### config.mk
export PLATFORM = sky130hd
export DESIGN_NAME = regfile_dump_flat
export DESIGN_NICKNAME = d
export VERILOG_FILES = /design/src/rtl/regfile_dump_if.sv /design/src/rtl/regfile_dump.sv /design/src/flat_wrapper.sv
export SDC_FILE = /design/constraint.sdc
export NUM_CORES = 1
export LEC_CHECK = 0
export ABC_CLOCK_PERIOD_IN_PS = 2110
export BUFFER_PORTS_ARGS = -buffer_cell sky130_fd_sc_hd__buf_4
export CORE_ASPECT_RATIO = 1.2
export CORE_MARGIN = 1.5
export CORE_UTILIZATION = 47
export CTS_BUF_LIST = sky130_fd_sc_hd__clkbuf_4
export DETAILED_ROUTE_END_ITERATION = 16
export GPL_TIMING_DRIVEN = 0
export PLACE_DENSITY = 0.82
export SETUP_SLACK_MARGIN = 0.5
export SLEW_MARGIN = 0
export SYNTH_ARGS = -nofsm -noshare
export SYNTH_HDL_FRONTEND = slang
export SYNTH_SLANG_ARGS = --single-unit
### constraint.sdc
create_clock -name clk -period 2.11 [get_ports clk]
set_input_delay 0.211 -clock clk [delete_from_list [all_inputs] [get_ports clk]]
set_output_delay 0.211 -clock clk [all_outputs]
set_load 0.005 [all_outputs]
### src/rtl/regfile_dump_if.sv
// Debug-dump bundle: start request, register-file read port, indexed output
// stream and the core stall/status signals.
interface regfile_dump_if;
  logic        start;
  logic [4:0]  rf_addr;
  logic [31:0] rf_data;
  logic        out_valid;
  logic        out_ready;
  logic [31:0] out_data;
  logic [4:0]  out_index;
  logic        busy;
  logic        freeze;
  logic        done;

  modport master (
    input  start, rf_data, out_ready,
    output rf_addr, out_valid, out_data, out_index, busy, freeze, done
  );

  modport slave (
    output start, rf_data, out_ready,
    input  rf_addr, out_valid, out_data, out_index, busy, freeze, done
  );
endinterface

### src/rtl/regfile_dump.sv
// Walks register indices FIRST..LAST through the combinational read port and
// streams each value tagged with its index, stalling the core while busy.
module regfile_dump #(
  parameter int unsigned FIRST = 0,
  parameter int unsigned LAST  = 31
) (
  input  logic           clk,
  input  logic           reset,
  regfile_dump_if.master bus
);
  typedef enum logic [1:0] {IDLE, READ, SEND, FIN} state_t;

  localparam logic [4:0] FIRST_IDX = 5'(FIRST);
  localparam logic [4:0] LAST_IDX  = 5'(LAST);

  state_t      state_q, state_d;
  logic [4:0]  idx_q, idx_d;
  logic        out_valid_q, out_valid_d;
  logic [31:0] out_data_q, out_data_d;
  logic [4:0]  out_index_q, out_index_d;
  logic        done_q, done_d;
  logic        hs;

  assign hs = out_valid_q & bus.out_ready;

  always_comb begin
    state_d     = state_q;
    idx_d       = idx_q;
    out_valid_d = out_valid_q;
    out_data_d  = out_data_q;
    out_index_d = out_index_q;
    done_d      = 1'b0;
    case (state_q)
      IDLE: begin
        if (bus.start) begin
          idx_d   = FIRST_IDX;
          state_d = READ;
        end
      end
      READ: begin
        // Single sample of the read port; contents are held by freeze.
        out_data_d  = bus.rf_data;
        out_index_d = idx_q;
        out_valid_d = 1'b1;
        state_d     = SEND;
      end
      SEND: begin
        if (hs) begin
          out_valid_d = 1'b0;
          if (idx_q == LAST_IDX) begin
            done_d  = 1'b1;
            state_d = FIN;
          end else begin
            idx_d   = idx_q + 5'd1;
            state_d = READ;
          end
        end
      end
      FIN: state_d = IDLE;
      default: state_d = IDLE;
    endcase
  end

  // Stage boundary: all control and output state registered here.
  always_ff @(posedge clk) begin
    if (reset) begin
      state_q     <= IDLE;
      idx_q       <= 5'd0;
      out_valid_q <= 1'b0;
      out_data_q  <= 32'd0;
      out_index_q <= 5'd0;
      done_q      <= 1'b0;
    end else begin
      state_q     <= state_d;
      idx_q       <= idx_d;
      out_valid_q <= out_valid_d;
      out_data_q  <= out_data_d;
      out_index_q <= out_index_d;
      done_q      <= done_d;
    end
  end

  assign bus.rf_addr   = idx_q;
  assign bus.out_valid = out_valid_q;
  assign bus.out_data  = out_data_q;
  assign bus.out_index = out_index_q;
  assign bus.done      = done_q;
  assign bus.busy      = (state_q != IDLE);
  assign bus.freeze    = (state_q != IDLE);
endmodule
### src/flat_wrapper.sv
// flat-port wrapper written by rule: the top's interface ports become plain ports
module regfile_dump_flat 
#(
  parameter int unsigned FIRST = 0,
  parameter int unsigned LAST  = 31
)
  (clk, reset, bus_start, bus_rf_data, bus_out_ready, bus_rf_addr, bus_out_valid, bus_out_data, bus_out_index, bus_busy, bus_freeze, bus_done);
  regfile_dump_if bus_i ();
  input  logic clk;
  input  logic reset;
  input wire logic [$bits(bus_i.start)-1:0] bus_start;
  input wire logic [$bits(bus_i.rf_data)-1:0] bus_rf_data;
  input wire logic [$bits(bus_i.out_ready)-1:0] bus_out_ready;
  output wire logic [$bits(bus_i.rf_addr)-1:0] bus_rf_addr;
  output wire logic [$bits(bus_i.out_valid)-1:0] bus_out_valid;
  output wire logic [$bits(bus_i.out_data)-1:0] bus_out_data;
  output wire logic [$bits(bus_i.out_index)-1:0] bus_out_index;
  output wire logic [$bits(bus_i.busy)-1:0] bus_busy;
  output wire logic [$bits(bus_i.freeze)-1:0] bus_freeze;
  output wire logic [$bits(bus_i.done)-1:0] bus_done;
  assign bus_i.start = bus_start;
  assign bus_i.rf_data = bus_rf_data;
  assign bus_i.out_ready = bus_out_ready;
  assign bus_rf_addr = bus_i.rf_addr;
  assign bus_out_valid = bus_i.out_valid;
  assign bus_out_data = bus_i.out_data;
  assign bus_out_index = bus_i.out_index;
  assign bus_busy = bus_i.busy;
  assign bus_freeze = bus_i.freeze;
  assign bus_done = bus_i.done;
  regfile_dump #(.FIRST(FIRST), .LAST(LAST)) u_core (.clk(clk), .reset(reset), .bus(bus_i));
endmodule
Yosys cells after proc, flatten, opt, wreduce, memory -nomap -nowiden:

Cells that the tools add are included.
Widths: inputs -> output; s select.

* register bits after elaboration: 46
* word-level logic and storage cells: 36
* bits of input ports: 36

* bitwise logic cells: 3
* reduce and logical (&&, ||, !) cells: 8
* add/subtract/negate cells: 1
* muxes and demuxes: 11
* eq/ne operators: 7

Operators by type and width (number)
* $mux 5: 3
* $pmux 5 s2: 1
* $pmux 2 s4: 1
* $mux 2: 3
* $reduce_bool 2->1: 3
* $add 5x1->5 const B: 1
* $eq 5x5->1 const B: 1
* $eq 2x2->1 const B: 2
* $ne 2x2->1 const B: 2
* $reduce_and 2->1: 2
* $reduce_and 4->1: 1
* $reduce_or 3->1: 1
* $eq 2x1->1 const B: 1
* $logic_not 2->1: 1
* $mux 1: 2
* $ne 2x1->1 const B: 1
* $not 1->1: 2
* $pmux 1 s2: 1
* $and 1x1->1: 1

Logic depth before layout (Yosys ltp):

Gate-level depths: netlist of the first run.

* word-level depth: 4
* gate-level depth with buffers: 6
* mapped depth without buffers: 6

Least setup slack after synthesis of the first run:

No wires, ideal clock.

* path type: reg-to-reg
* start point: reg u_core.idx_q[0], in the netlist u_core.bus.rf_addr[0]
* end point: reg u_core.idx_q[2], in the netlist u_core.bus.rf_addr[2]
* required time: 2.040 ns
* arrival time: 1.721 ns
* library setup time: 0.070 ns
* cell stages (with the launch flop): 7
* buffers on the path: 0
* slack: 0.318 ns
* cells stage by stage: dfxtp_1 -> ha_1 -> and3_1 -> ha_1 -> nand3b_2 -> or4_1 -> a21oi_1

* cells in the longest elaborated chain, start to end: 4
* elaborated cells on any way between the ends: 7
* those cells by class: add/sub (1); eq/ne (2); mux (3); reduce/logical (1)

Ends and longest elaborated chain
* from (decl): RTL line regfile_dump.sv:17 `logic [4:0] idx_q, idx_d;`
* from (signal assigned): RTL line regfile_dump.sv:75 `idx_q <= idx_d;`
* $add 5x1->5: RTL line regfile_dump.sv:54 `idx_d = idx_q + 5'd1;`
* $mux 5: RTL line regfile_dump.sv:50 `if (idx_q == LAST_IDX) begin`
* $mux 5: RTL line regfile_dump.sv:48 `if (hs) begin`
* $pmux 5 s2: RTL line regfile_dump.sv:33 `case (state_q)`

Parallel ways exist; a longest one is shown, timed or not. The select of a mux whose other input is x is not followed.
A chain may end at the register's enable or synchronous reset.

Worst setup path after layout of the first run:

Ends and elaborated chain as after synthesis.

==> impl_results.md, run 1 <==
* Status: finished, final reports clean
* Critical Path Start Type: register
* Antenna Nets Post-Route at 0
* Comb pwr share at 14.5%
* Pwr/cell area at 677 mW/mm^2
* Slew at the pin closest to its max-slew limit at 0.428 ns
* Synthesized area at 0.00173 mm^2
* Worst-path clk slew at about 0.13 ns
* Slew margin rel. at 71.5%
* Setup Skew at roughly 0.0075 ns
* Final setup viols at 0
* Layout cell share with drive strength beyond 1 at roughly 36%
* Wirelength per Cell at about 12 um
* Internal power at around 0.0013 W
* Synth cell types at 29
* Prevailing post-synth register cell: dfxtp_1
* Ys async rst share at 0%
* Simple-Gate Fraction of Synth Area at 25.4%
* Synthesis-to-finish area growth at 46.2%
* Largest net degree at the start of global routing at 14
* Diodes inserted at 0
* CTS Sinks at 46
* Net Sw Power at ~0.00040 W
* WHS at 0.0938 ns
* Clock power frac at a little under a third
* Number of flops mapped to enable cells by yosys at 0
* CP max stage delay at 0.47 ns
* Sequential-to-total area share from yosys stat at 53.2%
* # IOs at 82
* CTS tree: done
* Die Area at 0.00406 mm^2
* Crit-path max FO at 5
* Initial Utilization at about half
* Initial antenna violation count at 0
* Switch share at between 20% and 30%
* MaxCap Viol Count at 0
* Register bit count reported by yosys at 46
* Nets at 338
* H-tree lvl count at 2
* DR vias/cell at 5.10
* Leak at 1.11 nW
* Row Count at 23
* Total CTS buffers at 5
* Residual DRC at 0
* Fin crit share at 80.3%
* Worst Path Buf+Inv at 0
* Placed cell area at 0.00242 mm^2
* Unrepaired setup endpoints after global routing: true
* CORE AREA at approximately 0.0034 mm^2
* Tot GR Track Use at 21.6%
* Synthesized area per cell at 8.25 um^2
* Fin crit period at 1.69 ns
* Crit path required time at 2.40 ns
* Total negative slack at 0 ns
* Slowest cell on crit path: or4_1
* Vias in the first global route at between 1,500 and 2,000
* Mux share of post-synthesis cell area at around 1.2%
* Clock latency on the worst-skew pair at roughly 0.35 ns
* Xor-xnor portion of the synthesized cell area at 0%
* First-pass GRT wire length at 6920 um
* Arrival time at the worst endpoint at 1.98 ns
* Family with the most delay on the worst path: simple AND/OR/NAND/NOR gates
* Fmax at around 0.59 GHz
* Count of buffers from port buffering at 81
* Die height at 69.5 um
* Combinational family with the most area after synthesis: simple AND/OR/NAND/NOR gates
* Cell repeated most along the worst path: ha_4
* Fill cell count at 296
* CP cell instances: ha_4 -> and3_4 -> ha_4 -> nand3b_4 -> or4_1 -> a21oi_1
* Crit. End Element: register
* GP Congestion at 0.729
* Synth Area in Adders at 1.45%
* Synth Area in Compound Gates at 14.2%
* Final Hold Violating Endpoints at 0
* Die span in x at 58.4 um
* Post-Syn Nets at approximately 250
* Worst hold path class: input pin to register
* CTS max path bufs at 2
* Root buffer cell: clkbuf_4
* Synth Warn # at 0
* Crit Path Category: register to register
* DR pass1 iterations at 4
* Reg power frac at between 50% and 60%
* WL final at 4170 um
* Total grt overflow at 0
* Post-synthesis cell count at 210
* VDD IR max at 507 uV
* Slew Limit Fails at 0
* DRT iter0 DRCs at 57
* Vias at 1,724
* Post-route cell area at 0.00253 mm^2
* Post-DP HPWL at about 3000 um
## tightest hold or removal path, stage by stage
cell and delay (ns):
buf_4 0.11, nand2_1 0.04, a21oi_1 0.05
## metal layers
| layer | track usage [%] | routed length, um | up-vias |
|---|---|---|---|
| met5 | 0 | 0 | - |
| met4 | 6.20 | 44 | 0 |
| li1 | - | - | 872 |
| met2 | 39.0 | 2180 | 56 |
| met1 | 23.8 | 1650 | 791 |
| met3 | 5.97 | 288 | 5 |
## cell families after synthesis
kind of cell / Yosys count
compound gates: 45
fa+ha+maj: 2
buf+inv: 16
flops: 46
mux: 2
simple gates: 99
## layout by cell type (no fill, tap or decap), types with 2 or more instances in the layout
master	instances
a211oi_1	2
a21oi_1	39
buf_2	2
buf_4	87
clkbuf_1	7
clkbuf_4	7
dfxtp_1	43
dfxtp_2	2
ha_4	2
inv_1	2
mux2i_1	2
nand2_1	76
nand2b_1	4
nand3_1	3
nor2_1	3
nor4b_1	2
## synthesized netlist by cell type, types with 2 or more instances
cell,instances,area share (%)
buf_2,2,0.58
dfxtp_1,46,53
a211oi_1,2,0.87
buf_4,5,2.2
a21oi_1,39,11
nand3_1,3,0.87
ha_1,2,1.4
nand2_1,76,16
mux2i_1,2,1.2
nand2b_1,4,1.4
nor2_1,3,0.65
clkbuf_1,7,1.5
inv_1,2,0.43
nor4b_1,2,1.0
## power groups by stage
| stage | Sequential, W | Combinational, W | Clock (W) |
|---|---|---|---|
| 6_report | 0.000927 | 0.000248 | 0.000540 |
| 5_1_grt | 0.000933 | 0.000275 | 0.000583 |
| 4_1_cts | 0.000926 | 0.000249 | 0.000548 |
| 3_5_place_dp | 0.000947 | 0.000245 | 0 |
| 3_3_place_gp | 0.000946 | 0.000242 | 0 |
| 2_1_floorplan | 0.000948 | 0.000108 | 0 |
## through the flow
step                      cells  setup slack [ns]  total power, W  utilization [%]
final                       338             0.415         0.00172             73.9
after global routing        338             0.377         0.00179             73.9
after CTS                   338             0.416         0.00172             73.8
after detailed placement    328             0.406         0.00119             70.6
after global placement      328             0.424         0.00119             70.6
after floorplan             210             0.483         0.00106                -
## what timing repair did
action,4_1_cts,5_1_grt
hold buffers,0,0
pin swaps,2,3
setup endpoints to repair,3,6
resized for setup,2,2
endpoints found under the hold margin,0,0
setup buffers,2,0
## worst paths after layout
path | startpoint | end | slack, ns | cells past startpoint
setup / recovery | u_core.bus.rf_addr[0] | u_core.bus.rf_addr[2] | 0.42 | 6
hold / removal | bus_rf_data[26] | u_core.bus.out_data[26] | 0.09 | 3
setup reg to reg | u_core.bus.rf_addr[0] | u_core.bus.rf_addr[2] | 0.42 | 6
hold reg to reg | u_core.bus.out_data[7] | u_core.bus.out_data[7] | 0.46 | 2
## state kept, by name, summed over array words and instances, names as in the netlist
register	cells
u_core.bus.out_data	32
u_core.bus.out_index	5
u_core.bus.rf_addr	5
u_core.state_q	2
u_core.bus.done	1
u_core.bus.out_valid	1
## cell type report
class                   instances  area, um^2  area share, %
clock buffers                   7        52.6           2.08
multi-input cells             148         768           30.3
flip-flops and latches         46         927           36.6
clock inverters                 1        30.0           1.19
inverters                       2        7.51          0.296
well taps                      37        46.3           1.83
plain buffers                  14        73.8           2.92
repair buffers                 83         627           24.8
No activity file was read; power rests on OpenSTA's default activity.
==> run 2, diff against run 1 <==
Settings changed: ABC_CLOCK_PERIOD_IN_PS 2110 to 1500, CORE_UTILIZATION 47 to 43, PLACE_DENSITY 0.82 to 0.79.
Clock period 2.11 ns to 1.5 ns, I/O delays scaled along.
==> impl_results.md, run 2 (synthesized netlist as in run 1, its figures left out) <==
* Pwr/cell area at 797 mW/mm^2 (was 677 mW/mm^2)
* Vias at 2,090 (was 1,724)
* Crit Path Category: register to register (unchanged)
* Slew at the pin closest to its max-slew limit at 0.800 ns (was 0.428 ns)
* GP Congestion at 0.714 (was 0.729)
* Worst hold path class: input pin to register (unchanged)
* Wirelength per Cell at 21.5 um (was 12.3 um)
* Nets at 366 (was 338)
* Setup Skew at 0.0261 ns (was 0.00749 ns)
* Commonest non-fill, non-tap cell in the layout: buf_4 (unchanged)
* CTS max path bufs at 2 (unchanged)
* Count of buffers from port buffering at 81 (unchanged)
* Most frequent cells in the layout: 56 x buf_4, 48 x buf_6, 37 x nand2_1 (was 87 x buf_4, 76 x nand2_1, 43 x dfxtp_1)
* DR vias/cell at 5.46 (was 5.10)
* Die Area at 0.00442 mm^2 (was 0.00406 mm^2)
* Diodes inserted at 0 (unchanged)
* Crit path required time at 1.78 ns (was 2.40 ns)
* Antenna Nets Post-Route at 0 (unchanged)
* Root buffer cell: clkbuf_4 (unchanged)
* First-pass GRT wire length at 8810 um (was 6920 um)
* Status: complete, but fails checks (was finished, final reports clean)
* Die height at 72.5 um (was 69.5 um)
* VDD IR max at 828 uV (was 507 uV)
* Placed Instances at 345 (was 328)
* Leak at 1.65 nW (was 1.11 nW)
* Worst Slack Setup Final at -0.298 ns (was 0.415 ns)
* Fmax at 0.556 GHz (was 0.590 GHz)
* Final Hold Violating Endpoints at 0 (unchanged)
* Crit-path max FO at 5 (unchanged)
* Row Count at 25 (was 23)
* Layout cell share with drive strength beyond 1 at 75.7% (was 35.9%)
* DRT iter0 DRCs at 163 (was 57)
* # IOs at 82 (unchanged)
* DR pass1 iterations at 4 (unchanged)
* CTS tree: done (unchanged)
* Tot GR Track Use at 26.5% (was 21.6%)
* Fin crit period at 1.80 ns (was 1.69 ns)
* Post-route cell area at 0.00360 mm^2 (was 0.00253 mm^2)
* Fill cell count at 128 (was 296)
* Synthesis-to-finish area growth at 108% (was 46.2%)
* Violated checks: negative setup slack
* Final setup viols at 5 (was 0)
* Slew margin rel. at 46.6% (was 71.5%)
* Total CTS buffers at 5 (unchanged)
* Worst-path clk slew at 0.15 ns (was 0.13 ns)
* Post-DP HPWL at 3030 um (about the same)
* Vias in the first global route at 1,901 (was 1,584)
* Layout Cells excl Fill at 383 (was 338)
* Unrepaired setup endpoints after global routing: true (unchanged)
* Crit. End Element: register (unchanged)
* Largest register FFs at 32 (unchanged)
* CORE AREA at 0.00391 mm^2 (was 0.00342 mm^2)
* Arrival time at the worst endpoint at 2.08 ns (was 1.98 ns)
* Total grt overflow at 0 (unchanged)
* Clock latency on the worst-skew pair at 0.38 ns (was 0.35 ns)
* Critical Path Start Type: register (unchanged)
* Slew Limit Fails at 0 (unchanged)
* Die span in x at 60.9 um (was 58.4 um)
* MaxCap Viol Count at 0 (unchanged)
* Largest net degree at the start of global routing at 14 (unchanged)
* WL final at 8230 um (was 4170 um)
* Fin crit share at 120% (was 80.3%)
* H-tree lvl count at 2 (unchanged)
* Initial Utilization at 44.3% (was 50.6%)
* Residual DRC at 0 (unchanged)
* Placed cell area at 0.00247 mm^2 (was 0.00242 mm^2)
* CTS Sinks at 46 (unchanged)
* Initial antenna violation count at 0 (unchanged)
run 2: changes by cell type in the layout (fill, tap and decap cells not counted), sizes merged:
| cell | before | now |
|---|---|---|
| buf | 90 | 114 |
| dlygate4sd3 | 0 | 3 |
| bufbuf | 0 | 1 |
run 2: area by class of cell:
class / count / area, um^2 / share of cell area [%]
Inverter: 2 / 7.51 / 0.209
Tap cell: 54 / 67.6 / 1.88
Sequential cell: 46 / 993 / 27.6
Buffer: 14 / 160 / 4.45
Timing Repair Buffer: 111 / 1120 / 31.2
Clock buffer: 7 / 52.6 / 1.46
Clock inverter: 1 / 30.0 / 0.835
Multi-Input combinational cell: 148 / 1160 / 32.4
run 2: timing repair:
action,CTS,global route
resized for setup,112,106
endpoints found under the setup margin,53,88
setup buffers,11,10
gates cloned,4,2
pin swaps,6,32
hold endpoints to repair,0,3
hold buffers,0,3
run 2: worst max-delay path: stages, from the launching register on:
cell	delay (ns)
dfxtp_4	0.38
ha_4	0.15
and3_4	0.15
ha_4	0.16
nand3b_4	0.19
or4_1	0.48
a21oi_1	0.20
run 2: stage by stage:
step                      hold WS, ns  total power, W  setup WS (ns)  utilization (%)  TNS (ns)
after floorplan                 0.246         0.00150         -0.127                -    -0.246
after global placement          0.386         0.00168         -0.180             63.1    -0.412
after detailed placement        0.387         0.00169         -0.198             63.1    -0.473
after CTS                    0.000727         0.00266         -0.170             80.7    -0.467
after global routing       -0.0000874         0.00295         -0.345             92.0     -1.25
final                         0.00194         0.00287         -0.298             92.0    -0.948
run 2: metal layers:
metal / up-vias / part of all wire (%) / track usage (%)
met5: - / 0 / 0
li1: 931 / - / -
met4: 0 / 3.6 / 5.80
met1: 996 / 38 / 30.2
met3: 35 / 6.0 / 5.88
met2: 128 / 53 / 49.1
run 2: worst paths after layout:
check                     startpoint  cells past startpoint  slack (ns)                       to
max            u_core.bus.rf_addr[0]                      6       -0.30    u_core.bus.rf_addr[2]
min                  bus_rf_data[16]                      3       0.002  u_core.bus.out_data[16]
max reg2reg    u_core.bus.rf_addr[0]                      6       -0.30    u_core.bus.rf_addr[2]
min reg2reg  u_core.bus.out_data[29]                      2        0.47  u_core.bus.out_data[29]
run 2: power breakdown:
| group | total [W] | switching [W] | internal (W) |
|---|---|---|---|
| Combinational | 0.000734 | 0.000333 | 0.000401 |
| Sequential | 0.00132 | 0.0000495 | 0.00127 |
| Clock | 0.000812 | 0.000421 | 0.000390 |
| Total | 0.00287 | 0.000803 | 0.00206 |
